--- config.mk ---
export PLATFORM = sky130hd
export DESIGN_NAME = sa_y_writeback_flat
export DESIGN_NICKNAME = d
export VERILOG_FILES = /design/src/rtl/sa_y_writeback_if.sv /design/src/rtl/sa_y_writeback.sv /design/src/flat_wrapper.sv
export SDC_FILE = /design/constraint.sdc
export NUM_CORES = 1
export LEC_CHECK = 0
export BUFFER_PORTS_ARGS = -buffer_cell sky130_fd_sc_hd__buf_2
export CAP_MARGIN = 15
export CORE_MARGIN = 3
export CORE_UTILIZATION = 25
export DETAILED_ROUTE_END_ITERATION = 7
export PLACE_DENSITY = 0.47
export SLEW_MARGIN = 20
export SYNTH_ARGS = -nofsm -noshare
export SYNTH_HDL_FRONTEND = slang
export SYNTH_SLANG_ARGS = --single-unit
--- constraint.sdc ---
create_clock -name clk -period 6.57 [get_ports clk]
set_input_delay 0.657 -clock clk [delete_from_list [all_inputs] [get_ports clk]]
set_output_delay 0.657 -clock clk [all_outputs]
set_load 0.01 [all_outputs]
--- src/rtl/sa_y_writeback_if.sv ---
// Bus bundle between the systolic array, sa_y_writeback and the SPAD_Y write port.
// Carries the SA result handshake (y_valid_i, y_in, base_addr_y, y_ready_o) and the
// SPAD_Y port (spad_gnt_i, spad_y_csb0, spad_y_web0, spad_y_addr0, spad_y_din0).
// slave: the writeback block; master: the environment driving it.
interface sa_y_writeback_if #(
  parameter int unsigned N  = 4,
  parameter int unsigned AW = 6,
  parameter int unsigned DW = 32
);
  logic              y_valid_i;
  logic [N*DW-1:0]   y_in;
  logic [AW-1:0]     base_addr_y;
  logic              y_ready_o;
  logic              spad_gnt_i;
  logic              spad_y_csb0;
  logic              spad_y_web0;
  logic [AW-1:0]     spad_y_addr0;
  logic [DW-1:0]     spad_y_din0;

  modport slave (
    input  y_valid_i, y_in, base_addr_y, spad_gnt_i,
    output y_ready_o, spad_y_csb0, spad_y_web0, spad_y_addr0, spad_y_din0
  );

  modport master (
    output y_valid_i, y_in, base_addr_y, spad_gnt_i,
    input  y_ready_o, spad_y_csb0, spad_y_web0, spad_y_addr0, spad_y_din0
  );
endinterface

--- src/rtl/sa_y_writeback.sv ---
// sa_y_writeback: buffers N-lane result vectors from the systolic array in a
// 2-entry FIFO and serialises each one into the SPAD_Y write port, lane 0 first,
// one word per granted cycle, pulsing done_o once a vector is fully written.
// Ports:
//   clk, n_rst   clock and asynchronous active-high reset
//   bus          SA handshake + SPAD_Y write port (sa_y_writeback_if.slave)
//   clr_ovf_i    clears the sticky overflow flag
//   busy_o       FIFO non-empty or a vector is in flight
//   done_o       one-cycle pulse per committed vector
//   ovf_o        sticky: a valid vector arrived while the FIFO was full
module sa_y_writeback #(
  parameter int unsigned N  = 4,
  parameter int unsigned AW = 6,
  parameter int unsigned DW = 32
) (
  input  logic               clk,
  input  logic               n_rst,
  sa_y_writeback_if.slave    bus,
  input  logic               clr_ovf_i,
  output logic               busy_o,
  output logic               done_o,
  output logic               ovf_o
);

  localparam int unsigned IW    = (N > 1) ? $clog2(N) : 1;
  localparam int unsigned VW    = N * DW;
  localparam int unsigned DEPTH = 2;

  typedef struct packed {
    logic [VW-1:0] data;
    logic [AW-1:0] base;
  } entry_t;

  typedef enum logic [1:0] {
    IDLE = 2'd0,
    WR   = 2'd1,
    FIN  = 2'd2
  } state_t;

  entry_t        mem_q [DEPTH];
  logic          head_q, tail_q;
  logic [1:0]    count_q, count_d;
  state_t        state_q, state_d;
  logic [IW-1:0] idx_q, idx_d;
  logic          push, pop, drop;
  entry_t        head;

  logic          csb_c, web_c;
  logic [AW-1:0] addr_c;
  logic [DW-1:0] din_c;

  // Ready depends only on occupancy; a same-edge pop never frees room for a push.
  assign bus.y_ready_o = (count_q < 2'(DEPTH));
  assign push          = bus.y_valid_i && bus.y_ready_o;
  assign drop          = bus.y_valid_i && !bus.y_ready_o;
  assign head          = mem_q[head_q];

  // Occupancy bookkeeping for the next edge.
  always_comb begin
    count_d = count_q;
    case ({push, pop})
      2'b10:   count_d = count_q + 2'd1;
      2'b01:   count_d = count_q - 2'd1;
      default: count_d = count_q;
    endcase
  end

  // Next-state and SPAD_Y strobes; strobes are driven only while writing.
  always_comb begin
    state_d = state_q;
    idx_d   = idx_q;
    pop     = 1'b0;
    csb_c   = 1'b1;
    web_c   = 1'b1;
    addr_c  = '0;
    din_c   = '0;
    case (state_q)
      IDLE: begin
        idx_d = '0;
        if (count_q != 2'd0) state_d = WR;
      end
      WR: begin
        csb_c  = 1'b0;
        web_c  = 1'b0;
        addr_c = head.base + AW'(idx_q);
        din_c  = head.data[32'(idx_q) * DW +: DW];
        if (bus.spad_gnt_i) begin
          if (idx_q == IW'(N - 1)) begin
            pop     = 1'b1;
            state_d = FIN;
          end else begin
            idx_d = idx_q + 1'b1;
          end
        end
      end
      FIN:     state_d = IDLE;
      default: state_d = IDLE;
    endcase
  end

  assign bus.spad_y_csb0  = csb_c;
  assign bus.spad_y_web0  = web_c;
  assign bus.spad_y_addr0 = addr_c;
  assign bus.spad_y_din0  = din_c;

  // Control state, FIFO pointers and registered status outputs.
  always_ff @(posedge clk or posedge n_rst) begin
    if (n_rst) begin
      state_q <= IDLE;
      idx_q   <= '0;
      head_q  <= 1'b0;
      tail_q  <= 1'b0;
      count_q <= 2'd0;
      ovf_o   <= 1'b0;
      done_o  <= 1'b0;
      busy_o  <= 1'b0;
    end else begin
      state_q <= state_d;
      idx_q   <= idx_d;
      count_q <= count_d;
      if (push) tail_q <= ~tail_q;
      if (pop)  head_q <= ~head_q;
      // Set has priority over clear.
      ovf_o   <= drop | (ovf_o & ~clr_ovf_i);
      done_o  <= (state_d == FIN);
      busy_o  <= (count_d != 2'd0) || (state_d != IDLE);
    end
  end

  // Payload storage; contents are don't-care while the slot is empty.
  always_ff @(posedge clk) begin
    if (push) mem_q[tail_q] <= '{data: bus.y_in, base: bus.base_addr_y};
  end

endmodule

--- src/flat_wrapper.sv ---
// flat-port wrapper written by rule: the top's interface ports become plain ports
module sa_y_writeback_flat 
#(
  parameter int unsigned N  = 4,
  parameter int unsigned AW = 6,
  parameter int unsigned DW = 32
)
  (clk, n_rst, clr_ovf_i, busy_o, done_o, ovf_o, bus_y_valid_i, bus_y_in, bus_base_addr_y, bus_spad_gnt_i, bus_y_ready_o, bus_spad_y_csb0, bus_spad_y_web0, bus_spad_y_addr0, bus_spad_y_din0);
  sa_y_writeback_if #(.N(N), .AW(AW), .DW(DW)) bus_i ();
  input  logic clk;
  input  logic n_rst;
  input  logic clr_ovf_i;
  output logic busy_o;
  output logic done_o;
  output logic ovf_o;
  input wire logic [$bits(bus_i.y_valid_i)-1:0] bus_y_valid_i;
  input wire logic [$bits(bus_i.y_in)-1:0] bus_y_in;
  input wire logic [$bits(bus_i.base_addr_y)-1:0] bus_base_addr_y;
  input wire logic [$bits(bus_i.spad_gnt_i)-1:0] bus_spad_gnt_i;
  output wire logic [$bits(bus_i.y_ready_o)-1:0] bus_y_ready_o;
  output wire logic [$bits(bus_i.spad_y_csb0)-1:0] bus_spad_y_csb0;
  output wire logic [$bits(bus_i.spad_y_web0)-1:0] bus_spad_y_web0;
  output wire logic [$bits(bus_i.spad_y_addr0)-1:0] bus_spad_y_addr0;
  output wire logic [$bits(bus_i.spad_y_din0)-1:0] bus_spad_y_din0;
  assign bus_i.y_valid_i = bus_y_valid_i;
  assign bus_i.y_in = bus_y_in;
  assign bus_i.base_addr_y = bus_base_addr_y;
  assign bus_i.spad_gnt_i = bus_spad_gnt_i;
  assign bus_y_ready_o = bus_i.y_ready_o;
  assign bus_spad_y_csb0 = bus_i.spad_y_csb0;
  assign bus_spad_y_web0 = bus_i.spad_y_web0;
  assign bus_spad_y_addr0 = bus_i.spad_y_addr0;
  assign bus_spad_y_din0 = bus_i.spad_y_din0;
  sa_y_writeback #(.N(N), .AW(AW), .DW(DW)) u_core (.clk(clk), .n_rst(n_rst), .bus(bus_i), .clr_ovf_i(clr_ovf_i), .busy_o(busy_o), .done_o(done_o), .ovf_o(ovf_o));
endmodule
==> After elaboration in Yosys (flattened, before gate mapping) <==
Memories as Yosys holds them, arrays and structs flattened.
Cells that the tools add are included.
Widths: inputs -> output; s select.
{ "op_classes": {"reduce_logical": 10, "addsub": 4, "mux": 16, "n_shift": 1, "magnitude_cmp": 1, "eq_ne": 7, "bitwise_logic": 5} }
{ "ops": {"columns": ["cell", "count"], "rows": [
  ["$shiftx 128x8->32", 1],
  ["$mux 32", 1],
  ["$pmux 2 s2", 3],
  ["$mux 2", 5],
  ["$reduce_bool 2->1", 4],
  ["$add 6x2->6", 1],
  ["$eq 2x2->1 const B", 3],
  ["$mux 1", 6],
  ["$mux 6", 1],
  ["$add 2x1->2 const B", 2],
  ["$eq 2x1->1 const B", 2],
  ["$ne 2x2->1 const B", 2],
  ["$not 1->1", 3],
  ["$reduce_and 3->1", 1],
  ["$logic_and 1x1->1", 2],
  ["$logic_not 2->1", 1],
  ["$lt 2x2->1 const B", 1],
  ["$sub 2x1->2 const B", 1],
  ["$and 1x1->1", 1],
  ["$logic_not 1->1", 1],
  ["$logic_or 1x1->1", 1],
  ["$or 1x1->1", 1]
]} }
{ "totals": {"mem_count": 1, "ff_bits": 11, "out_inout_bits": 44, "ramBits": 268, "in_bits": 139, "elab_cells": 53} }
{ "mem_list": {"columns": ["memory", "words", "word_bits", "rd", "rd_clocked_by_memory_dff", "write_ports", "line_no", "text"], "rows": [
  ["u_core.mem_q", 2, 134, 1, 0, 1, "sa_y_writeback.sv:40", "entry_t mem_q [DEPTH];"]
]} }

==> Depth between registers and ports, before layout <==
{ "logic_depth": {"ltp_word": 8, "depth_mapped": 7, "ltp_nobuf": 6} }

==> Worst setup path after synthesis <==
OpenSTA, ideal clock, no wires.
{ "synth_timing": {"kind": "input -> register", "startpoint": "input port bus_y_valid_i", "endpoint": "memory u_core.mem_q[0][0] (netlist bit) (enable)", "n_path_buf": 0, "arrival_ps": 6327, "setup_ps": 629, "t_required_ps": 5941, "slack_ps": -386, "path_stages": 2, "path_cell_list": "nand2_1 -> nor2_1"} }
{ "synth_via": {"elab_chain_len": 3} }
{ "synth_lines": {"columns": ["element", "line_no", "text"], "rows": [
  ["start, declared", "flat_wrapper.sv:16", "input wire logic [$bits(bus_i.y_valid_i)-1:0] bus_y_valid_i;"],
  ["$logic_and 1x1->1", "sa_y_writeback.sv:54", "assign push = bus.y_valid_i && bus.y_ready_o;"],
  ["$mux 1", "sa_y_writeback.sv:132", "if (push) mem_q[tail_q] <= '{data: bus.y_in, base: bus.base_addr_y};"],
  ["$mux 1 (not written as such)", "sa_y_writeback.sv:132", null],
  ["end, declared", "sa_y_writeback.sv:40", null]
]} }
Every way passes these cells.

==> Final worst setup path <==
{ "layout_timing": {"startpoint": "register u_core.head_q", "endpoint": "output port bus_spad_y_din0[22]"} }
{ "layout_via": {"elab_chain_len": 3} }
{ "layout_lines": {"columns": ["element", "line_no", "text"], "rows": [
  ["start, declared", "sa_y_writeback.sv:41", "logic head_q, tail_q;"],
  ["start signal, assigned", "sa_y_writeback.sv:122", "if (pop) head_q <= ~head_q;"],
  ["$mem_v2 2x134", null, null],
  ["$shiftx 128x8->32", "sa_y_writeback.sv:86", "din_c = head.data[32'(idx_q) * DW +: DW];"],
  ["$mux 32", "sa_y_writeback.sv:77", "case (state_q)"],
  ["end, declared", "flat_wrapper.sv:24", "output wire logic [$bits(bus_i.spad_y_din0)-1:0] bus_spad_y_din0;"]
]} }
Every way passes these cells.

==> flow_metrics.tcl <==
set metrics [dict create \
    r2r_cells 4 \
    nets 945 \
    stdcell_count 1412 \
    hold_ws_ns 0.1346 \
    netlist_area_mm2 0.01121 \
    numCtsBuffers 34 \
    finalCritPeriodShare 0.6038 \
    grt_max_degree 135 \
    max_clock_freq_ghz 0.2521 \
    critPathArrivalTime_ns 3.31 \
    async_flop_share 0.03943 \
    synth_edf_count 268 \
    grt_pass1_vias 6376 \
    tightestPinTransition_ns 1.008 \
    relSlewSlack 0.3255 \
    grt_usage 0.1140 \
    route.detailed.drc 0 \
    via_per_inst 4.252 \
    rsz0062_at_grt "false" \
    post_drt_wl_per_cell_um 19.15 \
    vias 6004 \
    multiInputGateArea_mm2 0.002659 \
    hpwl_mm 15.87 \
    drt_pass1_iterations 4 \
    coreArea_mm2 0.04365 \
    power_mw 6.397 \
    antenna_found_initial 10 \
    synth_ff_type "edfxtp_1" \
    ys_types 41 \
    cts_tree "yes" \
    clk_latency_ns 0.52 \
    min_period_ns 3.967 \
    overflow 0 \
    yosysTopAreaCellShare 0.7177 \
    grt_pass1_wl_mm 40.16 \
    startpoint_type "register" \
    path_max_fanout 64 \
    syn-num-nets 752 \
    rrSetupSlack_ns 3.84 \
    crit_required_ns 5.91 \
    worstReg2RegEnd "u_core.mem_q[0][38]" \
    status "completed" \
    cts.path.max_buffers 3 \
    clock-skew-final_ns 0.008889 \
    post_cts_buffers 0 \
    dieArea_mm2 0.04743 \
    io_pins 183 \
    die_w_um 217.8 \
    p_seq_frac 0.384 \
    num-fill-cells 4296 \
    synth_area_leaders "edfxtp_1 (72%), mux2_1 (6.7%), mux2_2 (6.4%), o22ai_1 (3.6%), nor3_2 (2.5%)" \
    p_switching_mw 2.097 \
    swShare 0.3277 \
    regArea_mm2 0.008327 \
    dp_slack_ns 2.819 \
    netlist_instances 607 \
    area_delta_synth_final_pct 23.31 \
    reg2reg_from "u_core.count_q[1]" \
    fin_ws_ns 2.603 \
    power.density_mw_per_mm2 462.6 \
    p_clk_frac 0.282 \
    final_hold_viol_count 0 \
    path_clk_slew_ns 0.05 \
    cts_resized 0 \
    cts_hold_buf 0 \
    critPathCaptureType "primary output" \
    seq_area_frac_synth 0.7422 \
    cts_sinks 279 \
    hp-class "input port to async pin" \
    setup_violations 0 \
    comb_power_share 0.335 \
    drive_gt1_frac 0.4085 \
    setup_tns_ns 0 \
    place_area_mm2 0.01272 \
    routabilityCongestion 0.6981 \
    drv_cap 0 \
    dp.cells 1348 \
    postLayoutCoreUtil 0.3168 \
    slew_violations 0 \
    drtAntennaViolNets 0 \
    final_cell_area_mm2 0.01383 \
    path_class "register to primary output" \
    synth_area_per_cell_um2 18.47 \
    port-buffer-count 182 \
    synth-seq-cells 279 \
    root_buffer "clkbuf_16" \
    row_count 76 \
    yosysWarnings 0 \
    h-tree-depth 2 \
    wirelength_mm 27.05 \
    start_util 0.2569 \
    synth_top_cell_by_area "edfxtp_1" \
    p_leak_nw 4.819 \
    die_height_um 217.8 \
    intPower_mw 4.300 \
    dr.first_iter.drc_count 318 \
    vdd_drop_max_mv 0.3367 \
]
-- worst max-delay path by stage --
stage	startpoint	to	slack, ns	depth (start not counted)
floorplan	bus_y_valid_i	u_core.mem_q[0][0]	1.88	2
CTS	u_core.head_q	bus_spad_y_din0[25]	2.22	5
global placement	u_core.head_q	bus_spad_y_din0[25]	2.84	5
global route	u_core.head_q	bus_spad_y_din0[22]	2.32	6
finish	u_core.head_q	bus_spad_y_din0[22]	2.60	6
detailed placement	u_core.head_q	bus_spad_y_din0[25]	2.82	5
-- cells in the final DEF, fill, tap and decap left out, drive strengths merged, types with 3 or more instances in the layout --
| master | count |
|---|---|
| inv | 7 |
| xnor2 | 4 |
| nor2 | 4 |
| mux2i | 4 |
| xor2 | 3 |
| buf | 190 |
| nand2b | 3 |
| nand2 | 5 |
| and3 | 6 |
| nor3 | 35 |
| mux2 | 132 |
| dfrtp | 11 |
| o22ai | 65 |
| a21oi | 3 |
| edfxtp | 268 |
| ha | 5 |
| clkinv | 12 |
| clkbuf | 47 |
-- sequential cells by signal, indices dropped and copies added (netlist names) --
register	cells
u_core.busy_o	1
u_core.count_q	2
u_core.done_o	1
u_core.head_q	1
u_core.idx_q	2
u_core.mem_q	268
u_core.ovf_o	1
u_core.state_q	2
u_core.tail_q	1
-- logic make-up after synthesis --
family,synth area share
adder cells (fa/ha/maj),0.007364
XOR/XNOR,0.005468
multiplexers,0.1368
AO/OA/AOI/OAI,0.04430
AND/OR/NAND/NOR,0.04140
buffers and inverters,0.02243
flip-flops,0.7422
-- area by class of cell --
| type | instances | share of cell area |
|---|---|---|
| Sequential cell | 279 | 0.6022 |
| Multi-Input combinational cell | 288 | 0.1923 |
| Timing Repair Buffer | 190 | 0.07257 |
| Clock buffer | 47 | 0.06968 |
| Tap cell | 585 | 0.05294 |
| Clock inverter | 14 | 0.008054 |
| Inverter | 7 | 0.001900 |
| Antenna cell | 2 | 0.0003620 |
-- critical path, stage by stage (launching register included) --
cell and delay [ns]:
dfrtp_4 0.74, buf_16 0.31, buf_4 0.75, mux2_2 0.41
o22ai_1 0.21, nor3_2 0.07, buf_2 0.18
-- Yosys cell counts (all sizes together) (2+ instances only) --
cell type and number:
o22ai 65, and2 2, nor3 35, nor2 4
a21oi 3, edfxtp 268, nor2b 2, and3 6
mux2i 4, nand2b 3, xor2 3, mux2 132
nand2 5, buf 22, o21ai 2, or2 2
inv 7, clkbuf 11, ha 5, dfrtp 11
xnor2 4
-- routing by layer --
layer  vias to the layer above  GRT usage  wire length [um]
met5                         -          0                83
met2                       157     0.1705             11930
met1                      2963     0.1533             12480
met4                        16    0.03153               533
met3                        56    0.04598              2016
li1                       2812          -                 -
-- power groups by stage --
stage | clock network [mW] | logic (mW) | registers (mW)
4_1_cts | 1.88 | 2.14 | 2.52
3_5_place_dp | 0 | 2.13 | 2.56
5_1_grt | 1.96 | 2.38 | 2.49
6_report | 1.80 | 2.14 | 2.45
3_3_place_gp | 0 | 2.13 | 2.55
2_1_floorplan | 0 | 1.50 | 2.46
(Power assumes the default switching activity.)
